<file path="config.mk">
export PLATFORM = sky130hd
export DESIGN_NAME = nco_sweep_sequencer_flat
export DESIGN_NICKNAME = d
export VERILOG_FILES = /design/src/rtl/nco_sweep_sequencer_if.sv /design/src/rtl/nco_sweep_sequencer.sv /design/src/flat_wrapper.sv
export SDC_FILE = /design/constraint.sdc
export NUM_CORES = 1
export LEC_CHECK = 0
export BUFFER_PORTS_ARGS = -buffer_cell sky130_fd_sc_hd__buf_4
export CORE_UTILIZATION = 55
export DETAILED_ROUTE_END_ITERATION = 8
export GPL_TIMING_DRIVEN = 0
export HOLD_SLACK_MARGIN = 0.06
export PLACE_DENSITY = 0.77
export RECOVER_POWER = 100
export SETUP_SLACK_MARGIN = 0.1
export SLEW_MARGIN = 10
export SYNTH_ARGS = -nofsm -noshare
export SYNTH_HDL_FRONTEND = slang
export SYNTH_SLANG_ARGS = --single-unit
</file>
<file path="constraint.sdc">
create_clock -name clk -period 6.2 [get_ports clk]
set_input_delay 1.24 -clock clk [delete_from_list [all_inputs] [get_ports clk]]
set_output_delay 1.24 -clock clk [all_outputs]
set_load 0.01 [all_outputs]
</file>
<file path="src/rtl/nco_sweep_sequencer_if.sv">
// Sweep configuration/control from the host and NCO byte-load/status back from the sequencer.
// master = host side, slave = sequencer side.
interface nco_sweep_sequencer_if #(
   parameter int STEPS_W = 8,
   parameter int DWELL_W = 16
);
   logic               start;
   logic               abort;
   logic               hold;
   logic [1:0]         mode;
   logic [15:0]        fcwStart;
   logic [15:0]        fcwStep;
   logic [STEPS_W-1:0] numSteps;
   logic [DWELL_W-1:0] dwellCycles;
   logic               loop;

   logic               ncoEnable;
   logic [7:0]         ncoData;
   logic [7:0]         ncoCtrl;
   logic               busy;
   logic               done;
   logic [STEPS_W-1:0] stepIdx;

   modport master (
      output start, abort, hold, mode, fcwStart, fcwStep, numSteps, dwellCycles, loop,
      input  ncoEnable, ncoData, ncoCtrl, busy, done, stepIdx
   );

   modport slave (
      input  start, abort, hold, mode, fcwStart, fcwStep, numSteps, dwellCycles, loop,
      output ncoEnable, ncoData, ncoCtrl, busy, done, stepIdx
   );
endinterface

</file>
<file path="src/rtl/nco_sweep_sequencer.sv">
// Linear FCW sweep driving the NCO byte-load port; outputs registered, one cycle after the deciding edge.
// hold freezes every register and drops ncoEnable; abort returns to IDLE on the next edge.
module nco_sweep_sequencer #(
   parameter int STEPS_W = 8,
   parameter int DWELL_W = 16
) (
   input logic clk,
   input logic rst,
   nco_sweep_sequencer_if.slave bus
);
   typedef enum logic [1:0] {IDLE, LOAD_LO, LOAD_HI, DWELL} state_t;

   localparam logic [DWELL_W-1:0] DWELL_ONE = DWELL_W'(1);
   localparam logic [STEPS_W-1:0] STEP_ONE  = STEPS_W'(1);

   state_t             state, stateN;
   logic [15:0]        curFcw, curFcwN;
   logic [15:0]        fcwStartL, fcwStartLN;
   logic [15:0]        fcwStepL, fcwStepLN;
   logic [STEPS_W-1:0] numStepsL, numStepsLN;
   logic [DWELL_W-1:0] dwellL, dwellLN;
   logic [DWELL_W-1:0] dwellCnt, dwellCntN;
   logic [1:0]         modeL, modeLN;
   logic               loopL, loopLN;
   logic [STEPS_W-1:0] stepIdxQ, stepIdxN;
   logic               ncoEnableQ, ncoEnableN;
   logic [7:0]         ncoDataQ, ncoDataN;
   logic [7:0]         ncoCtrlQ, ncoCtrlN;
   logic               busyQ, busyN;
   logic               doneQ, doneN;

   always_ff @(posedge clk) begin
      if (rst) begin
         state      <= IDLE;
         curFcw     <= '0;
         fcwStartL  <= '0;
         fcwStepL   <= '0;
         numStepsL  <= '0;
         dwellL     <= '0;
         dwellCnt   <= '0;
         modeL      <= '0;
         loopL      <= 1'b0;
         stepIdxQ   <= '0;
         ncoEnableQ <= 1'b0;
         ncoDataQ   <= '0;
         ncoCtrlQ   <= '0;
         busyQ      <= 1'b0;
         doneQ      <= 1'b0;
      end else begin
         state      <= stateN;
         curFcw     <= curFcwN;
         fcwStartL  <= fcwStartLN;
         fcwStepL   <= fcwStepLN;
         numStepsL  <= numStepsLN;
         dwellL     <= dwellLN;
         dwellCnt   <= dwellCntN;
         modeL      <= modeLN;
         loopL      <= loopLN;
         stepIdxQ   <= stepIdxN;
         ncoEnableQ <= ncoEnableN;
         ncoDataQ   <= ncoDataN;
         ncoCtrlQ   <= ncoCtrlN;
         busyQ      <= busyN;
         doneQ      <= doneN;
      end
   end

   always_comb begin
      stateN     = state;
      curFcwN    = curFcw;
      fcwStartLN = fcwStartL;
      fcwStepLN  = fcwStepL;
      numStepsLN = numStepsL;
      dwellLN    = dwellL;
      dwellCntN  = dwellCnt;
      modeLN     = modeL;
      loopLN     = loopL;
      stepIdxN   = stepIdxQ;
      ncoEnableN = ncoEnableQ;
      ncoDataN   = ncoDataQ;
      ncoCtrlN   = ncoCtrlQ;
      busyN      = busyQ;
      doneN      = 1'b0;

      if (bus.abort) begin
         stateN     = IDLE;
         stepIdxN   = '0;
         ncoEnableN = 1'b1;
         ncoDataN   = '0;
         ncoCtrlN   = '0;
         busyN      = 1'b0;
      end else if (bus.hold && !(state == IDLE && bus.start)) begin
         // Frozen cycle: the NCO already saw these outputs once, so it just pauses.
         ncoEnableN = 1'b0;
      end else begin
         ncoEnableN = !bus.hold;
         unique case (state)
            IDLE: begin
               if (bus.start) begin
                  fcwStartLN = bus.fcwStart;
                  fcwStepLN  = bus.fcwStep;
                  numStepsLN = bus.numSteps;
                  dwellLN    = bus.dwellCycles;
                  modeLN     = bus.mode;
                  loopLN     = bus.loop;
                  curFcwN    = bus.fcwStart;
                  stepIdxN   = '0;
                  stateN     = LOAD_LO;
               end
            end
            LOAD_LO: stateN = LOAD_HI;
            LOAD_HI: begin
               dwellCntN = (dwellL == '0) ? DWELL_ONE : dwellL;
               stateN    = DWELL;
            end
            DWELL: begin
               if (dwellCnt <= DWELL_ONE) begin
                  if (stepIdxQ != numStepsL) begin
                     curFcwN  = curFcw + fcwStepL;
                     stepIdxN = stepIdxQ + STEP_ONE;
                     stateN   = LOAD_LO;
                  end else if (loopL) begin
                     curFcwN  = fcwStartL;
                     stepIdxN = '0;
                     stateN   = LOAD_LO;
                  end else begin
                     stepIdxN = '0;
                     doneN    = 1'b1;
                     stateN   = IDLE;
                  end
               end else begin
                  dwellCntN = dwellCnt - DWELL_ONE;
               end
            end
            default: stateN = IDLE;
         endcase

         // Outputs follow the state being entered so both change on the same edge.
         unique case (stateN)
            IDLE: begin
               ncoDataN = '0;
               ncoCtrlN = '0;
            end
            LOAD_LO: begin
               ncoDataN = curFcwN[7:0];
               ncoCtrlN = {4'b0, 2'b01, modeLN};
            end
            LOAD_HI: begin
               ncoDataN = curFcwN[15:8];
               ncoCtrlN = {4'b0, 2'b10, modeLN};
            end
            DWELL:   ncoCtrlN = {6'b0, modeLN};
            default: ncoCtrlN = '0;
         endcase
         busyN = (stateN != IDLE);
      end
   end

   assign bus.ncoEnable = ncoEnableQ;
   assign bus.ncoData   = ncoDataQ;
   assign bus.ncoCtrl   = ncoCtrlQ;
   assign bus.busy      = busyQ;
   assign bus.done      = doneQ;
   assign bus.stepIdx   = stepIdxQ;
endmodule

</file>
<file path="src/flat_wrapper.sv">
// flat-port wrapper written by rule: the top's interface ports become plain ports
module nco_sweep_sequencer_flat 
#(
   parameter int STEPS_W = 8,
   parameter int DWELL_W = 16
)
  (clk, rst, bus_start, bus_abort, bus_hold, bus_mode, bus_fcwStart, bus_fcwStep, bus_numSteps, bus_dwellCycles, bus_loop, bus_ncoEnable, bus_ncoData, bus_ncoCtrl, bus_busy, bus_done, bus_stepIdx);
  nco_sweep_sequencer_if #(.STEPS_W(STEPS_W), .DWELL_W(DWELL_W)) bus_i ();
  input logic clk;
  input logic rst;
  input wire logic [$bits(bus_i.start)-1:0] bus_start;
  input wire logic [$bits(bus_i.abort)-1:0] bus_abort;
  input wire logic [$bits(bus_i.hold)-1:0] bus_hold;
  input wire logic [$bits(bus_i.mode)-1:0] bus_mode;
  input wire logic [$bits(bus_i.fcwStart)-1:0] bus_fcwStart;
  input wire logic [$bits(bus_i.fcwStep)-1:0] bus_fcwStep;
  input wire logic [$bits(bus_i.numSteps)-1:0] bus_numSteps;
  input wire logic [$bits(bus_i.dwellCycles)-1:0] bus_dwellCycles;
  input wire logic [$bits(bus_i.loop)-1:0] bus_loop;
  output wire logic [$bits(bus_i.ncoEnable)-1:0] bus_ncoEnable;
  output wire logic [$bits(bus_i.ncoData)-1:0] bus_ncoData;
  output wire logic [$bits(bus_i.ncoCtrl)-1:0] bus_ncoCtrl;
  output wire logic [$bits(bus_i.busy)-1:0] bus_busy;
  output wire logic [$bits(bus_i.done)-1:0] bus_done;
  output wire logic [$bits(bus_i.stepIdx)-1:0] bus_stepIdx;
  assign bus_i.start = bus_start;
  assign bus_i.abort = bus_abort;
  assign bus_i.hold = bus_hold;
  assign bus_i.mode = bus_mode;
  assign bus_i.fcwStart = bus_fcwStart;
  assign bus_i.fcwStep = bus_fcwStep;
  assign bus_i.numSteps = bus_numSteps;
  assign bus_i.dwellCycles = bus_dwellCycles;
  assign bus_i.loop = bus_loop;
  assign bus_ncoEnable = bus_i.ncoEnable;
  assign bus_ncoData = bus_i.ncoData;
  assign bus_ncoCtrl = bus_i.ncoCtrl;
  assign bus_busy = bus_i.busy;
  assign bus_done = bus_i.done;
  assign bus_stepIdx = bus_i.stepIdx;
  nco_sweep_sequencer #(.STEPS_W(STEPS_W), .DWELL_W(DWELL_W)) u_core (.clk(clk), .rst(rst), .bus(bus_i));
endmodule
</file>
# == Yosys cells after proc, flatten, opt, wreduce, memory -nomap -nowiden ==
# Index checks and enable logic that the tools add are counted.
# totals
register_bits,120
input_bits,64
wordCells,77
# classes
addsub,3
order_cmp,1
n_eq_ne,10
mux,26
bitwise_logic,4
reduce_logical,18
# ops
cell,count
2-to-1 mux 16 bit,6
one-hot mux 16 bit (2 select lines),2
one-hot mux 8 bit (4 select lines),1
2-to-1 mux 8 bit,3
one-hot mux 8 bit (3 select lines),1
adder 16 bit,1
less-or-equal comparator 16 x 1 -> 1 bit (second input constant),1
logical NOT 16 bit,1
one-hot mux 8 bit (2 select lines),1
subtractor 16 x 1 -> 16 bit (second input constant),1
2-to-1 mux 2 bit,7
AND reduction 4 bit,3
adder 8 x 1 -> 8 bit (second input constant),1
equality test 2 bit (second input constant),4
!= test 8 bit,1
one-hot mux 2 bit (4 select lines),1
nonzero test 2 bit,3
OR reduction 6 bit,1
equality test 2 x 1 -> 1 bit (second input constant),2
logical NOT 2 bit,2
2-to-1 mux 1 bit,4
!= test 2 bit (second input constant),2
NOT 1 bit,4
AND reduction 2 bit,2
other kinds (5),7

# == Longest topological paths before layout ==
# Gate-level depths: netlist of the first run.
# logic_depth
word_depth,9
depth_mapped,11
mapped_depth_nobuf,11

# == Least setup slack after synthesis of the first run ==
# Ideal clock, no wire load.
# synth_path
path_type,input to register
from,input bus_start
to,register u_core.ncoDataQ[6] (netlist: u_core.bus.ncoData[6])
arrival_ns,2.797
t_required_ns,6.081
setup_slack_ns,3.285
cell_stages,8
path_buffers,0
cell_sequence,nand2b_1 > nand3_1 > a2bb2oi_1 > a2bb2oi_1 > nor4_4 > inv_1 > o221ai_1 > o221a_2
# synth_via
elab_chain_cells,7
# synth_lines
element,line_no,source
start: declaration,flat_wrapper.sv:11,input wire logic [$bits(bus_i.start)-1:0] bus_start;
2-to-1 mux 2 bit,nco_sweep_sequencer.sv:99,if (bus.start) begin
one-hot mux 2 bit (4 select lines),nco_sweep_sequencer.sv:97,unique case (state)
2-to-1 mux 2 bit,nco_sweep_sequencer.sv:92,end else if (bus.hold && !(state == IDLE && bus.start)) begin
2-to-1 mux 2 bit,nco_sweep_sequencer.sv:85,if (bus.abort) begin
"equality test 2 x 1 -> 1 bit, or another cell as far along",nco_sweep_sequencer.sv:139,unique case (stateN)
nonzero test 3 bit (no source line),n/a,
AND reduction 2 bit (no source line),n/a,
end signal: assignment,nco_sweep_sequencer.sv:61,ncoDataQ <= ncoDataN;
end: declaration,nco_sweep_sequencer.sv:27,"logic [7:0] ncoDataQ, ncoDataN;"
# Several ways; a longest one is shown, not always the timed one. The select of a mux whose other input is x is not followed.
# A chain may end at the register's enable or synchronous reset.

# == Final worst setup path of the first run ==
# layout_path
from,register u_core.dwellCnt[15]
to,register u_core.ncoDataQ[6] (netlist: u_core.bus.ncoData[6])
# layout_via
elab_chain_cells,8
# layout_lines
element,line_no,source
start: declaration,nco_sweep_sequencer.sv:22,"logic [DWELL_W-1:0] dwellCnt, dwellCntN;"
start signal: assignment,nco_sweep_sequencer.sv:56,dwellCnt <= dwellCntN;
less-or-equal comparator 16 x 1 -> 1 bit *,nco_sweep_sequencer.sv:117,if (dwellCnt <= DWELL_ONE) begin
2-to-1 mux 2 bit,nco_sweep_sequencer.sv:117,
one-hot mux 2 bit (4 select lines),nco_sweep_sequencer.sv:97,
2-to-1 mux 2 bit,nco_sweep_sequencer.sv:92,
2-to-1 mux 2 bit,nco_sweep_sequencer.sv:85,
"equality test 2 x 1 -> 1 bit, or another cell as far along",nco_sweep_sequencer.sv:139,
nonzero test 3 bit (no source line),n/a,
AND reduction 2 bit (no source line),n/a,
# Every way passes the cells marked *; elsewhere a longest branch is shown, timed or not. The select of a mux whose other input is x is not followed.

==> results of run 1 <==
-- report_power, final --
part / switching (mW) / total [mW] / internal [mW]
Clock: 0.381 / 0.902 / 0.521
Combinational: 0.215 / 0.344 / 0.128
Sequential: 0.0313 / 0.811 / 0.780
Total: 0.628 / 2.06 / 1.43
-- metal layers --
layer,routed length [um],share of wire
met1,7890,0.39
met2,9840,0.49
met3,1600,0.080
met4,804,0.040
met5,0,0
-- final cells by class --
cell class	count	area, um^2
timing repair buffer	86	552
clock inverter	14	105
inverter	15	56.3
fill	969	3430
sequential	116	2320
buffer	50	219
multi-input combinational	646	3690
clock buffer	18	439
tap	140	175
-- cells by family (layout without fill, tap and decap cells) --
logic type / after synthesis / count (layout)
AO/OA/AOI/OAI: 234 / 234
flip-flops: 116 / 116
AND/OR/NAND/NOR: 345 / 345
multiplexers: 15 / 15
other: 1 / 4
buffers and inverters: 65 / 183
adder cells (fa/ha/maj): 24 / 24
XOR/XNOR: 24 / 24
-- final timing paths --
check	startpoint	end	slack, ns	cells after the start
setup / recovery	u_core.dwellCnt[15]	u_core.bus.ncoData[6]	2.44	8
hold / removal	u_core.fcwStartL[5]	u_core.fcwStartL[5]	0.45	2
setup reg to reg	u_core.dwellCnt[15]	u_core.bus.ncoData[6]	2.44	8
hold reg to reg	u_core.fcwStartL[5]	u_core.fcwStartL[5]	0.45	2
-- state kept, by name (all words and copies together), names as in the netlist, 2 cells and up --
register and cells:
u_core.bus.ncoCtrl 4, u_core.bus.ncoData 8, u_core.bus.stepIdx 8, u_core.curFcw 16, u_core.dwellCnt 16, u_core.dwellL 16, u_core.fcwStartL 16, u_core.fcwStepL 16
u_core.modeL 2, u_core.numStepsL 8, u_core.state 2
-- worst max-delay path: stages, from the launching register on --
cell	delay, ns
dfxtp_1	0.34
or4_1	0.51
or3_1	0.43
a2bb2oi_1	0.25
a2bb2oi_1	0.25
nor4_1	1.20
inv_1	0.25
o221ai_1	0.26
o221a_2	0.20
-- placed cells by master (no fill, tap or decap), drive strengths merged, types with 3 or more instances in the layout --
cell type,count
ha,23
o211a,3
clkinv,4
a31oi,6
mux2i,13
nor2,74
buf,72
dfxtp,116
a21o,6
o21a,4
clkinvlp,8
xnor2,9
nand2,180
a21oi,106
inv,17
nand2b,6
a222oi,4
o31ai,6
a211oi,19
o221ai,5
a221oi,8
and3,8
conb,4
nor4,12
xor2,15
nor3,20
nand3,9
a211o,4
nor2b,3
o22ai,3
clkbuf,82
a221o,3
a22oi,4
or2,6
o21ai,29
nand4,3
or3,13
and2,5
a2bb2oi,4
==> impl_metrics.toml, run 1 <==
[clock_tree]
cts_resized = 0
cts_tree = "yes"
cts_htree_levels = 4
clock_latency_ns = 0.43
cts-root-buf = "clkbuf_16"
cts.path.max_buffers = 2
cts-buffers-inserted = 17
cts_setup_buffers = 0
holdBufCountCts = 0
clk_pin_slew_worst_paths_ns = 0.06
cts_sinks = 116

[final_layout]
final_nets = 1020
stdcell_area_um2 = 7550
drive_gt1_frac = 0.116
final_util = 0.688
instances_no_fill = 1085
synthToLayoutAreaGrowth_pct = 20.1
antenna_cells = 0

[global_routing]
antenna_found_initial = 0
grt_use_total = 0.351
met3_usage = 0.0777
grt_max_degree = 17
grt_use_met2 = 0.593
grt_pass1_vias = 6289
grt_pass1_wl_um = 31300
grt_overflow = 0
top_usage_layer = "met2"
grt_use_met1 = 0.407

[pwr]
leakagePower_nw = 2.97
max-vdd-ir-drop_v = 0.000304
p_total_mw = 2.06
power_density_nw_per_um2 = 272

[yosys]
synthMostInstantiatedCell = "nand2_1"
synthAdderAreaFrac = 0.0489
synth_top_family_by_area = "simple AND/OR/NAND/NOR gates"
synthArstFlopShare = 0
ys_seq_area_frac = 0.369
yosys.area_share.simple = 0.242
synth.avg_cell_area_um2 = 7.64
netlist_area_um2 = 6290
yosys_warnings = 0
ys_types = 65
synth_edf_count = 0
synth_area_leaders = "dfxtp_1, nand2_1, a21oi_1"
synth_top_area_frac = 0.369
synth_compound_area_frac = 0.238
synth_ff_type = "dfxtp_1"
ys_seq_elements = 116
synthMuxAreaShare = 0.0243
yosys-top-cells-count = "nand2_1, dfxtp_1, a21oi_1, nor2_1, clkbuf_1"
synth_top_cell_by_area = "dfxtp_1"
yosys.area_share.xor_xnor = 0.0334
synth_cells = 824

[drt]
viasPerCell = 6.11
wire_per_inst_um = 18.6
totalWireLength_um = 20100
drc_errors = 0
drt_iter0_drc = 667
drtAntennaViolNets = 0
detail_route.first_pass.iterations = 5
vias = 6627

[place]
port_buffers = 86
pre_cts_slack_ns = 2.69
gp_congestion = 0.944
placed_cell_area_um2 = 7120
hpwlAfterDp_um = 14800
dp_cells = 1053

[setup_path]
worstSetupPathType = "reg2reg"
crit_path_max_fanout = 6
end_kind = "register"
cp.arrival_ns = 4.13
cp-start-kind = "register"
critPathRequiredTime_ns = 6.57

[timing]
maxSlewViolCount = 0
rsz0062_at_grt = "no"
timing.fmax_ghz = 0.266
fin_hold_ws_ns = 0.454
finalSetupTns_ns = 0
postLayoutSetupSlackWorst_ns = 2.44
timing.final.crit_share = 0.606
relSlewSlack = 0.0491
clock-skew-final_ns = 0.00875
min_period_ns = 3.76
worst_pin_slew_ns = 1.41
report.final.setup_viol = 0
hold_violations = 0

[floorplanning]
core_um2 = 11000
initial_core_util = 0.573
row_count = 38
chipHeight_um = 109
io_pins = 91
die-area_um2 = 11900
die_w_um = 109

[status]
status = "complete, no violations"

[hold_path]
hp-class = "reg2reg"

[run]
max_cap_viol_count = 0
(Power assumes the default switching activity.)
==> run 2: changes to the inputs <==
Settings changed: CORE_UTILIZATION 55 to 52, PLACE_DENSITY 0.77 to 0.76.
Clock period 6.2 ns to 3.4 ns, I/O delays scaled along.
==> impl_metrics.toml, run 2 (synthesized netlist as in run 1, its figures left out) <==
[drt]
viasPerCell = 5.93
drc_errors = 6
wire_per_inst_um = 17.2
wl_met1_um = 7790
route.met2.wl_um = 8850
vias = 6449
highest_layer = "met4"
wl_met3_um = 1530
drt_iter0_drc = 633
totalWireLength_um = 18700
detail_route.first_pass.iterations = 8
drtAntennaViolNets = 0

[pwr]
power_frac_clock = 0.440
leakagePower_nw = 3.01
power_density_nw_per_um2 = 494
max-vdd-ir-drop_v = 0.000408
p_int_mw = 2.71
swShare = 0.275
power_frac_seq = 0.395
p_sw_mw = 1.03
combPwrFrac = 0.165

[status]
violations = "design-rule violations"
status = "complete, but fails checks"

[floorplanning]
die_w_um = 112
core_um2 = 11600
io_pins = 91
row_count = 39
initial_core_util = 0.542
die-area_um2 = 12500
chipHeight_um = 112

[final_layout]
drive_gt1_frac = 0.112
final_nets = 1020
final_util = 0.652
antenna_cells = 0
stdcell_area_um2 = 7570
final_cell_mix = "nand2_1, dfxtp_1, a21oi_1"
synthToLayoutAreaGrowth_pct = 20.4
final_common_cell = "nand2_1"
instances_no_fill = 1087

[place]
port_buffers = 86
dp_cells = 1056
gp_congestion = 0.931
hpwlAfterDp_um = 13500
placed_cell_area_um2 = 7130

[run]
max_cap_viol_count = 0

[setup_path]
cp_slowest_cell = "clkbuf_1"
cp_cell_sequence = "xor2_1, nor4_1, and2_0, clkbuf_1, clkbuf_2, a211oi_1, a221oi_1, o221ai_1, o221a_2"
max_stage_delay_ns = 0.47
crit_family = "compound AO/OA/AOI/OAI gates"
cp-start-kind = "register"
critPathRequiredTime_ns = 3.70
path_buf_inv = 2
cp.arrival_ns = 3.41
end_kind = "register"
crit_path_max_fanout = 10
worstSetupPathType = "reg2reg"

[global_routing]
grt_pass1_vias = 6136
grt_use_total = 0.312
grt_pass1_wl_um = 30700
grt_overflow = 0
antenna_found_initial = 0
grt_max_degree = 17

[clock_tree]
cts_setup_buffers = 0
clk_pin_slew_worst_paths_ns = 0.05
cts_htree_levels = 4
clock_latency_ns = 0.42
cts_tree = "yes"
cts-root-buf = "clkbuf_16"
cts-buffers-inserted = 17
cts.path.max_buffers = 2
cts_sinks = 116

[timing]
fin_hold_ws_ns = 0.450
min_period_ns = 3.10
clock-skew-final_ns = 0.00878
maxSlewViolCount = 0
relSlewSlack = 0.459
finalSetupTns_ns = 0
report.final.setup_viol = 0
rsz0062_at_grt = "no"
worst_pin_slew_ns = 0.811
timing.fmax_ghz = 0.322
timing.final.crit_share = 0.912
hold_violations = 0

[hold_path]
hp-class = "reg2reg"
run 2: changes by cell type in the layout (fill, tap and decap cells not counted), sizes merged:
cell,change
bufinv,+1
clkbuf,+8
clkinvlp,-8
clkinv,+1
inv,-3
run 2: power groups by stage:
stage                     Sequential, mW  Combinational [mW]  Clock, mW
after CTS                           1.48               0.613       1.66
after detailed placement            1.50               0.608          0
final                               1.48               0.618       1.64
after global placement              1.50               0.603          0
after global routing                1.48               0.675       1.73
after floorplan                     1.49               0.397          0
run 2: worst register-to-register path: stages, from the launching register on:
cell and delay, ns:
dfxtp_1 0.38, xor2_1 0.19, nor4_1 0.35, and2_0 0.19, clkbuf_1 0.47, clkbuf_2 0.39
a211oi_1 0.12, a221oi_1 0.46, o221ai_1 0.19, o221a_2 0.26
run 2: cell type report:
cell class / count / area [um^2]
Sequential cell: 116 / 2320
Tap cell: 143 / 179
Clock inverter: 5 / 50.0
Fill cell: 1096 / 4040
Inverter: 15 / 56.3
Clock buffer: 26 / 489
Buffer: 50 / 220
Timing Repair Buffer: 86 / 556
Multi-Input combinational cell: 646 / 3700
run 2: what timing repair did:
action / in CTS / in global routing
gates resized for setup: 0 / 2
hold buffers: 0 / 0
setup endpoints to repair: 0 / 1
run 2: metrics by stage:
| stage | setup slack, ns | total power, mW |
|---|---|---|
| finish | 0.298 | 3.74 |
| global route | 0.125 | 3.89 |
| CTS | 0.230 | 3.75 |
| detailed placement | 0.245 | 2.11 |
| global placement | 0.272 | 2.10 |
| floorplan | 0.796 | 1.89 |
run 2: final timing paths:
| check | depth (start not counted) | end | from | slack, ns |
|---|---|---|---|---|
| worst max-delay path | 9 | u_core.bus.ncoData[6] | u_core.bus.stepIdx[3] | 0.30 |
| worst min-delay path | 2 | u_core.bus.ncoCtrl[2] | u_core.bus.ncoCtrl[2] | 0.45 |
| worst max register to register | 9 | u_core.bus.ncoData[6] | u_core.bus.stepIdx[3] | 0.30 |
| worst min register to register | 2 | u_core.bus.ncoCtrl[2] | u_core.bus.ncoCtrl[2] | 0.45 |
run 2: metal layers:
metal | vias up | GRT usage
met5 | - | 0
met4 | 0 | 0.150
met3 | 58 | 0.0642
met2 | 305 | 0.521
met1 | 2932 | 0.385
li1 | 3154 | -
==> run 3: changes to the inputs <==
Settings changed: CORE_ASPECT_RATIO set to 1.2, CTS_CLUSTER_DIAMETER set to 30.
==> impl_metrics.toml, run 3 (synthesized netlist as in run 1, its figures left out) <==
[drt]
viasPerCell = 5.92
wire_per_inst_um = 17.5
detail_route.first_pass.iterations = 7
drc_errors = 0
vias = 6528
drtAntennaViolNets = 0
totalWireLength_um = 19300
drt_iter0_drc = 507

[place]
port_buffers = 86
hpwlAfterDp_um = 13900
gp_congestion = 0.960

[clock_tree]
cts_htree_levels = 4
cts_tree = "yes"
clock_latency_ns = 0.42
clk_pin_slew_worst_paths_ns = 0.06
cts_sinks = 116
cts.path.max_buffers = 2
cts-buffers-inserted = 17
cts-root-buf = "clkbuf_16"

[global_routing]
grt_pass1_wl_um = 29900
grt_overflow = 0
grt_use_total = 0.315
grt_max_degree = 17
antenna_found_initial = 0
grt_pass1_vias = 6019

[floorplanning]
die-area_um2 = 12500
io_pins = 91
core_um2 = 11700
chipHeight_um = 123
row_count = 43
die_w_um = 102
initial_core_util = 0.539

[setup_path]
ff2ff_setup_slack_ns = 0.13
worstSetupPathType = "reg2reg"
crit_family = "compound AO/OA/AOI/OAI gates"
cp-start-kind = "register"
end_kind = "register"
path_buf_inv = 2
max_stage_delay_ns = 0.63
crit_cells = 9
cp.arrival_ns = 3.58
critPathMostFrequentCell = "buf_6"
rr_worst_depth = 9
critPathRequiredTime_ns = 3.71
cp_cell_sequence = "or4_1, or3_4, a2bb2oi_1, or2_0, buf_6, buf_6, a222oi_1, o221ai_1, o211a_1"
cp_slowest_cell = "a222oi_1"
crit_path_max_fanout = 10

[run]
max_cap_viol_count = 0

[pwr]
power_density_nw_per_um2 = 523
p_sw_mw = 1.10
power_frac_seq = 0.368
swShare = 0.272
combPwrFrac = 0.154
max-vdd-ir-drop_v = 0.000295
p_total_mw = 4.02
p_int_mw = 2.92
leakagePower_nw = 3.05
power_frac_clock = 0.478

[timing]
worst_pin_slew_ns = 0.815
finalSetupTns_ns = 0
clock-skew-final_ns = 0.00917
timing.final.crit_share = 0.961
rsz0062_at_grt = "no"
relSlewSlack = 0.452
timing.fmax_ghz = 0.306
maxSlewViolCount = 0
report.final.setup_viol = 0
min_period_ns = 3.27
hold_violations = 0

[hold_path]
hp-class = "reg2reg"
whs_path_depth = 2

[final_layout]
final_common_cell = "nand2_1"
antenna_cells = 0
final_nets = 1021
synthToLayoutAreaGrowth_pct = 22.1
drive_gt1_frac = 0.118
final_cell_mix = "nand2_1, dfxtp_1, a21oi_1"

[status]
status = "complete, no violations"
==> run 3: path summary, 6_finish.rpt <==
path / startpoint / end
min reg2reg: u_core.bus.ncoCtrl[2] / u_core.bus.ncoCtrl[2]
max reg2reg: u_core.dwellCnt[2] / u_core.bus.ncoData[0]
min: u_core.bus.ncoCtrl[2] / u_core.bus.ncoCtrl[2]
max: u_core.dwellCnt[2] / u_core.bus.ncoData[0]
==> run 3: layer usage <==
| metal | GRT usage | vias up | part of all wire | routed length (um) |
|---|---|---|---|---|
| met2 | 0.533 | 327 | 0.49 | 9430 |
| li1 | - | 3154 | - | - |
| met1 | 0.368 | 2986 | 0.39 | 7510 |
| met4 | 0.170 | 0 | 0.042 | 812 |
| met3 | 0.0655 | 61 | 0.079 | 1520 |
| met5 | 0 | - | 0 | 0 |
==> run 3: timing repair <==
action | 4_1_cts | 5_1_grt
gates resized for setup | 0 | 1
hold buffers | 0 | 0
setup buffers | 0 | 1
setup endpoints to repair | 0 | 2
==> run 3: per-stage QoR <==
step / cells / hold slack (ns) / setup WS [ns] / utilization / cell area [um^2]
global placement: 1070 / 0.441 / 0.241 / 0.612 / 7150
detailed placement: 1070 / 0.446 / 0.246 / 0.612 / 7150
global route: 1103 / 0.471 / 0.0845 / 0.658 / 7680
floorplan: 827 / 0.433 / 0.796 / - / 6300
CTS: 1102 / 0.454 / 0.175 / 0.666 / 7780
finish: 1103 / 0.451 / 0.131 / 0.658 / 7680
==> run 3: layout make-up <==
cell class                      instances  area, um^2
Inverter                               15        56.3
Sequential cell                       116        2320
Timing Repair Buffer                   87         563
Clock buffer                           20         457
Tap cell                              157         196
Buffer                                 50         219
Fill cell                            1047        3990
Multi-Input combinational cell        646        3690
Clock inverter                         12         178
==> run 3: power by group through the flow <==
stage | clock network [mW] | logic (mW) | registers, mW
3_5_place_dp | 0 | 0.608 | 1.50
4_1_cts | 1.93 | 0.616 | 1.48
2_1_floorplan | 0 | 0.397 | 1.49
6_report | 1.92 | 0.620 | 1.48
5_1_grt | 1.99 | 0.671 | 1.48
3_3_place_gp | 0 | 0.602 | 1.50
==> run 3: worst register-to-register path, stage by stage (launching register included) <==
cell	delay (ns)
dfxtp_1	0.35
or4_1	0.53
or3_4	0.38
a2bb2oi_1	0.23
or2_0	0.27
buf_6	0.16
buf_6	0.15
a222oi_1	0.63
o221ai_1	0.28
o211a_1	0.18
